[src/rtl/br_csr_slot_releaser.sv]
// Slot-release buffer for the BrCsr free list: captures released slots in a pending
// bitmap and writes them back one per cycle. Optional ownership checking: BRCSR_RELEASE_CHECK_EN.
module br_csr_slot_releaser #(
    parameter int SLOTWIDE = 4,
    parameter int SLOTNUM  = 4,
    parameter int SLOTSTEP = 4
) (
    input  logic                       Clk,
    input  logic                       Rest,
    input  logic                       RelValid0,
    input  logic [SLOTWIDE-1:0]        RelSlot0,
    input  logic                       RelValid1,
    input  logic [SLOTWIDE-1:0]        RelSlot1,
    input  logic                       FlRable,
    input  logic [SLOTWIDE-1:0]        FlPreOut,
    input  logic                       FlFull,
    input  logic                       CriqClean,
    output logic                       FlWable,
    output logic [SLOTWIDE-1:0]        FlDin,
    output logic [$clog2(SLOTNUM):0]   PendCnt,
    output logic                       RelError
);

    localparam int CNTW = $clog2(SLOTNUM) + 1;

    // One-hot slot decode; an all-zero result means the index is illegal.
    function automatic logic [SLOTNUM-1:0] decode(input logic v, input logic [SLOTWIDE-1:0] s);
        logic [SLOTNUM-1:0] oh;
        oh = '0;
        for (int unsigned k = 0; k < SLOTNUM; k++) begin
            if (v && (k * SLOTSTEP < (1 << SLOTWIDE)) && (s == SLOTWIDE'(k * SLOTSTEP)))
                oh[k] = 1'b1;
        end
        return oh;
    endfunction

    logic [SLOTNUM-1:0]  pending_q, pending_d;
    logic [SLOTNUM-1:0]  rel0_oh, rel1_oh, rel_oh;
    logic [SLOTNUM-1:0]  sel_oh, drain_oh;
    logic [SLOTWIDE-1:0] sel_din;
    logic [CNTW-1:0]     cnt;
    logic                found;

    always_comb begin
        rel0_oh = decode(RelValid0, RelSlot0);
        rel1_oh = decode(RelValid1, RelSlot1);
        rel_oh  = rel0_oh | rel1_oh;
    end

    always_comb begin
        sel_oh  = '0;
        sel_din = '0;
        found   = 1'b0;
        cnt     = '0;
        for (int unsigned k = 0; k < SLOTNUM; k++) begin
            if (pending_q[k] && !found) begin
                found     = 1'b1;
                sel_oh[k] = 1'b1;
                sel_din   = SLOTWIDE'(k * SLOTSTEP);
            end
            cnt = cnt + {{(CNTW-1){1'b0}}, pending_q[k]};
        end
        FlWable  = (|pending_q) & ~FlFull & ~CriqClean;
        FlDin    = FlWable ? sel_din : '0;
        drain_oh = FlWable ? sel_oh : '0;
        PendCnt  = cnt;
    end

    always_comb begin
        pending_d = CriqClean ? '0 : ((pending_q & ~drain_oh) | rel_oh);
    end

`ifdef BRCSR_RELEASE_CHECK_EN
    logic [SLOTNUM-1:0] in_use_q, in_use_d;
    logic [SLOTNUM-1:0] alloc_oh;
    logic               rel_error_q, rel_error_d;
    logic               err_hit;

    always_comb begin
        alloc_oh = decode(FlRable, FlPreOut);
        in_use_d = CriqClean ? '0 : ((in_use_q | alloc_oh) & ~rel_oh);
        err_hit  = (RelValid0 && (rel0_oh == '0))
                 | (RelValid1 && (rel1_oh == '0))
                 | (|(rel_oh & ~in_use_q))
                 | (|(rel_oh & pending_q))
                 | (|(rel0_oh & rel1_oh))
                 | (|(alloc_oh & rel_oh));
        // A flushed cycle discards its releases, so it cannot raise an error either.
        rel_error_d = rel_error_q | (err_hit & ~CriqClean);
    end

    always_ff @(posedge Clk) begin
        if (Rest) begin
            in_use_q    <= '0;
            rel_error_q <= 1'b0;
        end else begin
            in_use_q    <= in_use_d;
            rel_error_q <= rel_error_d;
        end
    end

    assign RelError = rel_error_q;
`else
    logic unused_snoop;
    assign unused_snoop = ^{FlRable, FlPreOut};
    assign RelError     = 1'b0;
`endif

    always_ff @(posedge Clk) begin
        if (Rest) pending_q <= '0;
        else      pending_q <= pending_d;
    end

endmodule
[config.mk]
export PLATFORM = sky130hd
export DESIGN_NAME = br_csr_slot_releaser
export DESIGN_NICKNAME = d
export VERILOG_FILES = /design/src/rtl/br_csr_slot_releaser.sv
export SDC_FILE = /design/constraint.sdc
export NUM_CORES = 1
export LEC_CHECK = 0
export CAP_MARGIN = 30
export CORE_MARGIN = 3
export CORE_UTILIZATION = 30
export DETAILED_ROUTE_END_ITERATION = 6
export PLACE_DENSITY = 0.72
export SLEW_MARGIN = 40
export SYNTH_ARGS = -nofsm -noshare
export SYNTH_HDL_FRONTEND = slang
export SYNTH_SLANG_ARGS = --single-unit
[constraint.sdc]
create_clock -name Clk -period 1.6 [get_ports Clk]
set_input_delay 0.24 -clock Clk [delete_from_list [all_inputs] [get_ports Clk]]
set_output_delay 0.24 -clock Clk [all_outputs]
set_load 0.005 [all_outputs]
### Word level (Yosys, flattened, before mapping)

Index checks and enable logic that the tools add are counted.

| word-level totals | value |
|---|---|
| logic and storage cells | 55 |
| register bits after elaboration | 4 |

| operators by class | value |
|---|---|
| bitwise operators | 8 |
| reductions and logical operators | 18 |
| add/subtract/negate cells | 3 |
| mux-type cells | 19 |
| eq/ne operators | 6 |

Operators by type and width:

| operator | count |
|---|---|
| equality test 4 bit (second input constant) | 4 |
| 2-to-1 mux 4 bit | 4 |
| 2-to-1 mux 1 bit | 14 |
| logical AND 1 bit | 11 |
| equality test 4 x 3 -> 1 bit (second input constant) | 2 |
| zero test 4 bit | 2 |
| bitwise OR 4 bit | 2 |
| AND 4 bit | 1 |
| NOT 4 bit | 1 |
| OR reduction 4 bit | 1 |
| adder 2 x 1 -> 3 bit | 1 |
| adder 3 x 1 -> 3 bit | 1 |
| zero test 1 bit | 3 |
| 2-to-1 mux 3 bit | 1 |
| adder 1 x 1 -> 2 bit | 1 |
| AND 1 bit | 2 |
| NOT 1 bit | 2 |
| OR reduction 2 bit | 1 |

### Longest topological paths before layout

Gate-level depths: netlist of run 1.

| logic depth | value |
|---|---|
| depth in word-level cells | 14 |
| mapped depth | 5 |
| mapped depth without buffers | 5 |

### Least setup slack after synthesis of run 1

OpenSTA, ideal clock, no wires.

| timing path | value |
|---|---|
| path kind | reg2out |
| start | reg pending_q[0] |
| end | out PendCnt[1] |
| buffers on the path | 0 |
| stages on the path, launching flop included | 6 |
| setup slack | -32 ps |
| arrival | 1392 ps |
| path through | dfxtp_1 -> inv_1 -> fa_1 -> inv_1 -> ha_1 -> ha_1 |

| between the ends | value |
|---|---|
| longest elaborated chain between the ends | 3 |

Ends and longest elaborated chain:

| element | RTL line | text |
|---|---|---|
| from (decl) | 37 | `logic [SLOTNUM-1:0] pending_q, pending_d;` |
| from (signal assigned) | 111 | `else pending_q <= pending_d;` |
| adder 1 x 1 -> 2 bit | 61 | `cnt = cnt + {{(CNTW-1){1'b0}}, pending_q[k]};` |
| adder 2 x 1 -> 3 bit | 61 |  |
| adder 3 x 1 -> 3 bit | 61 |  |
| to (decl) | 20 | `output logic [$clog2(SLOTNUM):0] PendCnt,` |

No other way between the ends.

### Final worst setup path of run 1

| timing path | value |
|---|---|
| start | reg pending_q[3] |
| end | out PendCnt[1] |

| between the ends | value |
|---|---|
| longest elaborated chain between the ends | 1 |

Ends and longest elaborated chain:

| element | RTL line |
|---|---|
| adder 3 x 1 -> 3 bit | 61 |

No other way between the ends.

==> metrics.txt, run 1 <==
Synth Area in Adders=20.2%; I/O pin count=28; GPL Wtd Cong=0.663; max-capacitance violation count=0; Synth area leader=dfxtp_1; layout cells sized above 1=52.9%; clock tree buffer depth=2; fin nets=112; violated checks=setup timing; Synth Instances=49; Site Rows=12; worst hold slack=496 ps; synth warn=0; Post-Synth XOR/XNOR Area=0%; startpoint types=register; RSZ-0062 raised after global routing=true; most common flop cell mapped by yosys=dfxtp_1; final hold violation count=0; Post-Syn Area=409 µm²; Avg WL per Cell=12.6 µm; Reg-to-Reg Start=pending_q[1]$_SDFF_PP0_; worst hold path class=reg -> reg; static leakage=0.327 nW; Final Instance Area=833 µm²; final setup margin=-331 ps; DP Wirelength=948 µm; max reg flops=4; Num CTS Buffers=3; clock insertion delay at the later pin of the skew report=240 ps; Vias/cell=5.03; Post-DRT Antenna Nets=0; Core Area=1190 µm²; placed cell areas=718 µm²; DP Worst Slack=-499 ps; GRT Util Overall=15.4%; Critical path origin=pending_q[3]$_SDFF_PP0_; worst vdd ir=0.332 mV; critical path class=reg -> out; most frequent cell after synthesis=inv_1; Biggest register=pending_q; min cycle time layout=1930 ps; Initial Utilization=34.5%; number of enable flip-flop cells after synthesis=0; multi-input logic area=382 µm²; share of the synthesized area in the top cell type=19.6%; outcome=complete, but fails checks; First-pass DRT Iterations=4; antenna violations before repair=0; # DRC=0; Cell variety after synth=24; Ant. Diodes=0; Post-Synth Simple-Gate Area=32.1%; sequential share of the synthesized area=19.6%; grt ovf=0; #FFs+latches synth=4; Pins Over Slew Limit=0; DRT iter0 DRCs=2; Max FO, Critical Path=2; # port buffers=19; multiplexer share of the synthesized area=0%; pwr dens=401 nW/µm²; largest family of logic cells by synthesized area=simple AND/OR/NAND/NOR gates; die height=42.9 µm; largest net degree at the start of global routing=5; clock sinks=4; async set-reset flop share out of synthesis=0%; Register Area=83.8 µm²; Final period util=121%; total number of vias=498; fill count=113; CTS tree=done; htree depth=1; Highest Clock Rate=518 MHz; Critical Path RT=1360 ps; die area=1840 µm²; CP endpoint kind=output port; Setup Viol. Count Final=6; Hold Path Origin=pending_q[0]$_SDFF_PP0_; Fin Clk Skew=3.74 ps; P&R area growth vs syn=104%; clock slew at reported path FFs=40 ps; vias in the first global route=499; Commonest cells post-synth=inv_1, ha_1, dfxtp_1, nor2_1; first-pass GRT wire length=2.00 mm; Arr. time, crit path=1690 ps; Compound-Gate Fraction of Synth Area=16.2%; CTS Root Cell=clkbuf_4; top flop regs=pending_q: 4 flops; die width=42.9 µm; WL final=1.25 mm; Synth area leaders=dfxtp_1, ha_1, nor4b_2; Avg Cell Area, Syn=8.35 µm²
==> layout by cell type, fill, tap and decap left out, drive strengths merged, types with 2 or more instances in the layout <==
cell type	synthesis	routed
conb	1	3
a31oi	3	3
nand2	2	2
clkbuf	0	3
a21oi	3	3
nand4	2	2
nor4b	3	3
nor2	4	4
buf	3	21
nand2b	2	2
ha	5	5
inv	6	6
clkdlybuf4s50	0	13
dfxtp	4	4
==> worst paths after layout <==
check             slack (ps)  cells past startpoint                       to
setup / recovery        -330                      6               PendCnt[1]
hold / removal           500                      2  pending_q[0]$_SDFF_PP0_
setup reg to reg         100                      8  pending_q[0]$_SDFF_PP0_
hold reg to reg          500                      2  pending_q[0]$_SDFF_PP0_
==> kinds of logic (layout without fill, tap and decap cells) <==
family,Yosys count,after routing
DFF,4,4
other,1,3
buffers and inverters,9,43
adders and majority gates,6,6
and+or+nand+nor,19,19
AOI/OAI and AO/OA,10,10
==> cell type report <==
cell class                      count  share of cell area (%)
Sequential cell                     4                    10.1
Tap cell                           14                    2.10
Clock buffer                        3                    2.70
Inverter                            6                    2.70
Multi-Input combinational cell     38                    45.8
Timing Repair Buffer               34                    36.6
==> power by group <==
part	total (mW)	internal, mW	leakage, nW	switching [mW]
clock	0.129	0.0842	0.0138	0.0452
combinational	0.101	0.0636	0.280	0.0371
sequential	0.104	0.102	0.0338	0.00172
==> critical path, stage by stage, from the launching register on <==
cell and delay [ps]:
dfxtp_2 320, inv_2 40, fa_1 550, inv_2 50
ha_4 150, ha_4 250, buf_6 80
==> per-stage QoR <==
stage	util [%]	power, mW	TNS (ps)	cells
2_1_floorplan	-	0.134	-9.31	51
3_3_place_gp	60.5	0.191	-2010	94
3_5_place_dp	60.5	0.193	-2200	94
4_1_cts	68.6	0.339	-1180	99
5_1_grt	70.3	0.357	-1340	99
6_report	70.3	0.334	-1010	99
==> what timing repair did <==
action	CTS	global route
pin swaps	5	2
buffers inserted	2	1
endpoints found under the setup margin	6	7
hold buffers	0	0
resized for setup	40	4
==> metal layers <==
metal  vias to the layer above  part of all wire, %  global-route usage (%)
met1                       222                   30                    11.0
li1                        245                    -                       -
met4                         0                  4.1                    13.9
met2                        25                   58                    29.9
met3                         6                  8.2                    5.08
met5                         -                    0                       0
Note: power is estimated with default switching activity, not from simulation.
==> run 2, diff against run 1 <==
--- a/config.mk
+++ b/config.mk
@@ -5,8 +5,6 @@
 export SDC_FILE = /design/constraint.sdc
 export NUM_CORES = 1
 export LEC_CHECK = 0
-export CAP_MARGIN = 30
-export CORE_MARGIN = 3
 export CORE_UTILIZATION = 30
 export DETAILED_ROUTE_END_ITERATION = 6
 export PLACE_DENSITY = 0.72
==> run 2 against run 1 <==
The flow still finishes with violations (setup timing); sequential share of layout area about the same; final area shrank 0.45%; routed wire length fell by 7.4%; setup slack worse by 4.0 ps; highest routed layer unchanged.
==> metrics.txt, run 2 (synthesis results as in run 1) <==
outcome=complete, but fails checks; violated checks=setup timing; CTS tree=done; htree depth=1 (unchanged); static leakage=0.330 nW (+0.82%); Avg WL per Cell=11.7 µm (-7.4%); die area=1520 µm² (-18%); commonest cells after routing, fill and taps aside=clkdlybuf4s50_1, buf_4, buf_6; Hold Path End=pending_q[0]$_SDFF_PP0_; CTS Root Cell=clkbuf_4; total number of vias=490 (-1.6%); # DRC=0 (unchanged); Setup Viol. Count Final=6 (unchanged); Max FO, Critical Path=2 (unchanged); first-pass GRT wire length=1.95 mm (-2.4%); die width=38.9 µm (-9.3%); placed insts=94 (unchanged); fill count=111 (-1.8%); clock sinks=4 (unchanged); Ant. Diodes=0 (unchanged); pwr dens=400 nW/µm² (-0.18%); fin nets=112 (unchanged); WL final=1.16 mm (-7.4%); largest net degree at the start of global routing=5 (unchanged); max reg flops=4 (unchanged); clock slew at reported path FFs=30 ps (about the same); Arr. time, crit path=1700 ps (about the same); Highest Clock Rate=517 MHz (-0.20%); FF-to-FF End=pending_q[3]$_SDFF_PP0_; Critical Path, Cell by Cell=inv_2 > fa_1 > inv_2 > ha_4 > ha_4 > buf_6; grt ovf=0 (unchanged); RSZ-0062 raised after global routing=true; worst hold path class=reg -> reg; I/O pin count=28 (unchanged); final setup margin=-335 ps (-3.96 ps); worst reg-to-reg setup slack=130 ps (+30 ps); antenna violations before repair=0 (unchanged); P&R area growth vs syn=103%; Num CTS Buffers=3 (unchanged); Fin Clk Skew=4.38 ps (+0.638 ps); clock tree buffer depth=2 (unchanged); Post-DRT Antenna Nets=0 (unchanged); clock insertion delay at the later pin of the skew report=240 ps (about the same); vias in the first global route=504 (+1.0%); First-pass DRT Iterations=4 (unchanged); GRT Util Overall=20.1% (+4.7 points); Crit-path slowest cell=fa_1; Core Area=1190 µm² (unchanged); Biggest register=pending_q; Final period util=121% (+0.25 points); Final Instance Area=830 µm² (-0.45%); most common cell after layout, fill and taps aside=clkdlybuf4s50_1; Pins Over Slew Limit=0 (unchanged); Vias/cell=4.95 (-1.6%); Hold Path Origin=pending_q[0]$_SDFF_PP0_; DRT iter0 DRCs=5 (+3); CP max stage delay=540 ps (about the same); max-capacitance violation count=0 (unchanged); worst vdd ir=0.265 mV (-20%); Reg-to-Reg Start=pending_q[1]$_SDFF_PP0_; Initial Utilization=34.5% (unchanged); r2r worst-path depth=7 (-1); Critical Path RT=1360 ps (about the same); DP Wirelength=909 µm (-4.1%); GPL Wtd Cong=0.663 (about the same); min cycle time layout=1940 ps (+3.96 ps); Worst Hold Depth=2 (unchanged); non-filler cells, final=99 (unchanged); worst hold slack=486 ps (-10.1 ps); CP endpoint kind=output port; top flop regs=pending_q: 4 flops; placed cell areas=718 µm² (unchanged); critical path class=reg -> out; die height=38.9 µm (-9.3%); startpoint types=register; Site Rows=12 (unchanged); TNS Setup=-1060 ps (-55.4 ps); layout cells sized above 1=51.8% (-1.2 points); # port buffers=19 (unchanged); final hold violation count=0 (unchanged)
run 2: changes by cell type in the layout (fill, tap and decap cells not counted):
cell | previous run | this run
a21oi_1 | 2 | 3
a21oi_2 | 1 | 0
and2_1 | 1 | 0
and2_4 | 0 | 1
buf_2 | 2 | 1
buf_4 | 13 | 12
buf_6 | 6 | 8
ha_1 | 0 | 1
ha_4 | 5 | 4
run 2: worst max path at each step:
stage / startpoint / end / slack (ps) / cells past startpoint
after global routing: pending_q[3]$_SDFF_PP0_ / PendCnt[1] / -370 / 6
after detailed placement: pending_q[3]$_SDFF_PP0_ / PendCnt[1] / -480 / 6
after CTS: pending_q[0]$_SDFF_PP0_ / PendCnt[1] / -340 / 6
after floorplan: pending_q[3]$_SDFF_PP0_ / PendCnt[1] / -9 / 5
after global placement: pending_q[3]$_SDFF_PP0_ / PendCnt[1] / -440 / 6
final: pending_q[3]$_SDFF_PP0_ / PendCnt[1] / -340 / 6
run 2: layer usage:
metal	global-route usage, %	vias up	wire (µm)
li1	-	241	-
met1	17.4	221	395
met2	39.2	25	672
met3	5.20	3	63
met4	12.9	0	27
met5	0	-	0
run 2: power by group:
| group | switching [mW] | total [mW] | internal (mW) |
|---|---|---|---|
| logic | 0.0369 | 0.0998 | 0.0629 |
| registers | 0.00165 | 0.104 | 0.102 |
| clock network | 0.0442 | 0.128 | 0.0841 |
| total | 0.0827 | 0.332 | 0.249 |
run 2: through the flow:
stage,setup slack (ps),total power [mW],utilization (%)
after global placement,-445,0.191,60.5
final,-335,0.332,69.9
after detailed placement,-482,0.193,60.5
after floorplan,-9.31,0.134,-
after CTS,-344,0.336,69.6
after global routing,-375,0.351,69.9
run 2: final cells by class:
class,instances,area [µm²],area share (%)
Timing Repair Buffer,34,315,38.0
Inverter,6,22.5,2.71
Multi-Input combinational cell,38,368,44.3
Sequential cell,4,83.8,10.1
Tap cell,14,17.5,2.11
Clock buffer,3,22.5,2.71
run 2: timing repair:
item | in CTS | in global routing
resized for setup | 41 | 2
setup endpoints to repair | 6 | 8
setup buffers | 5 | 0
hold buffers | 0 | 0
pin swaps | 7 | 6
run 2: worst max-delay path, delay by kind of cell (launching register included):
kind,cells,cell delay [ps]
flops,1,330
fa+ha+maj,3,930
buf+inv,3,200
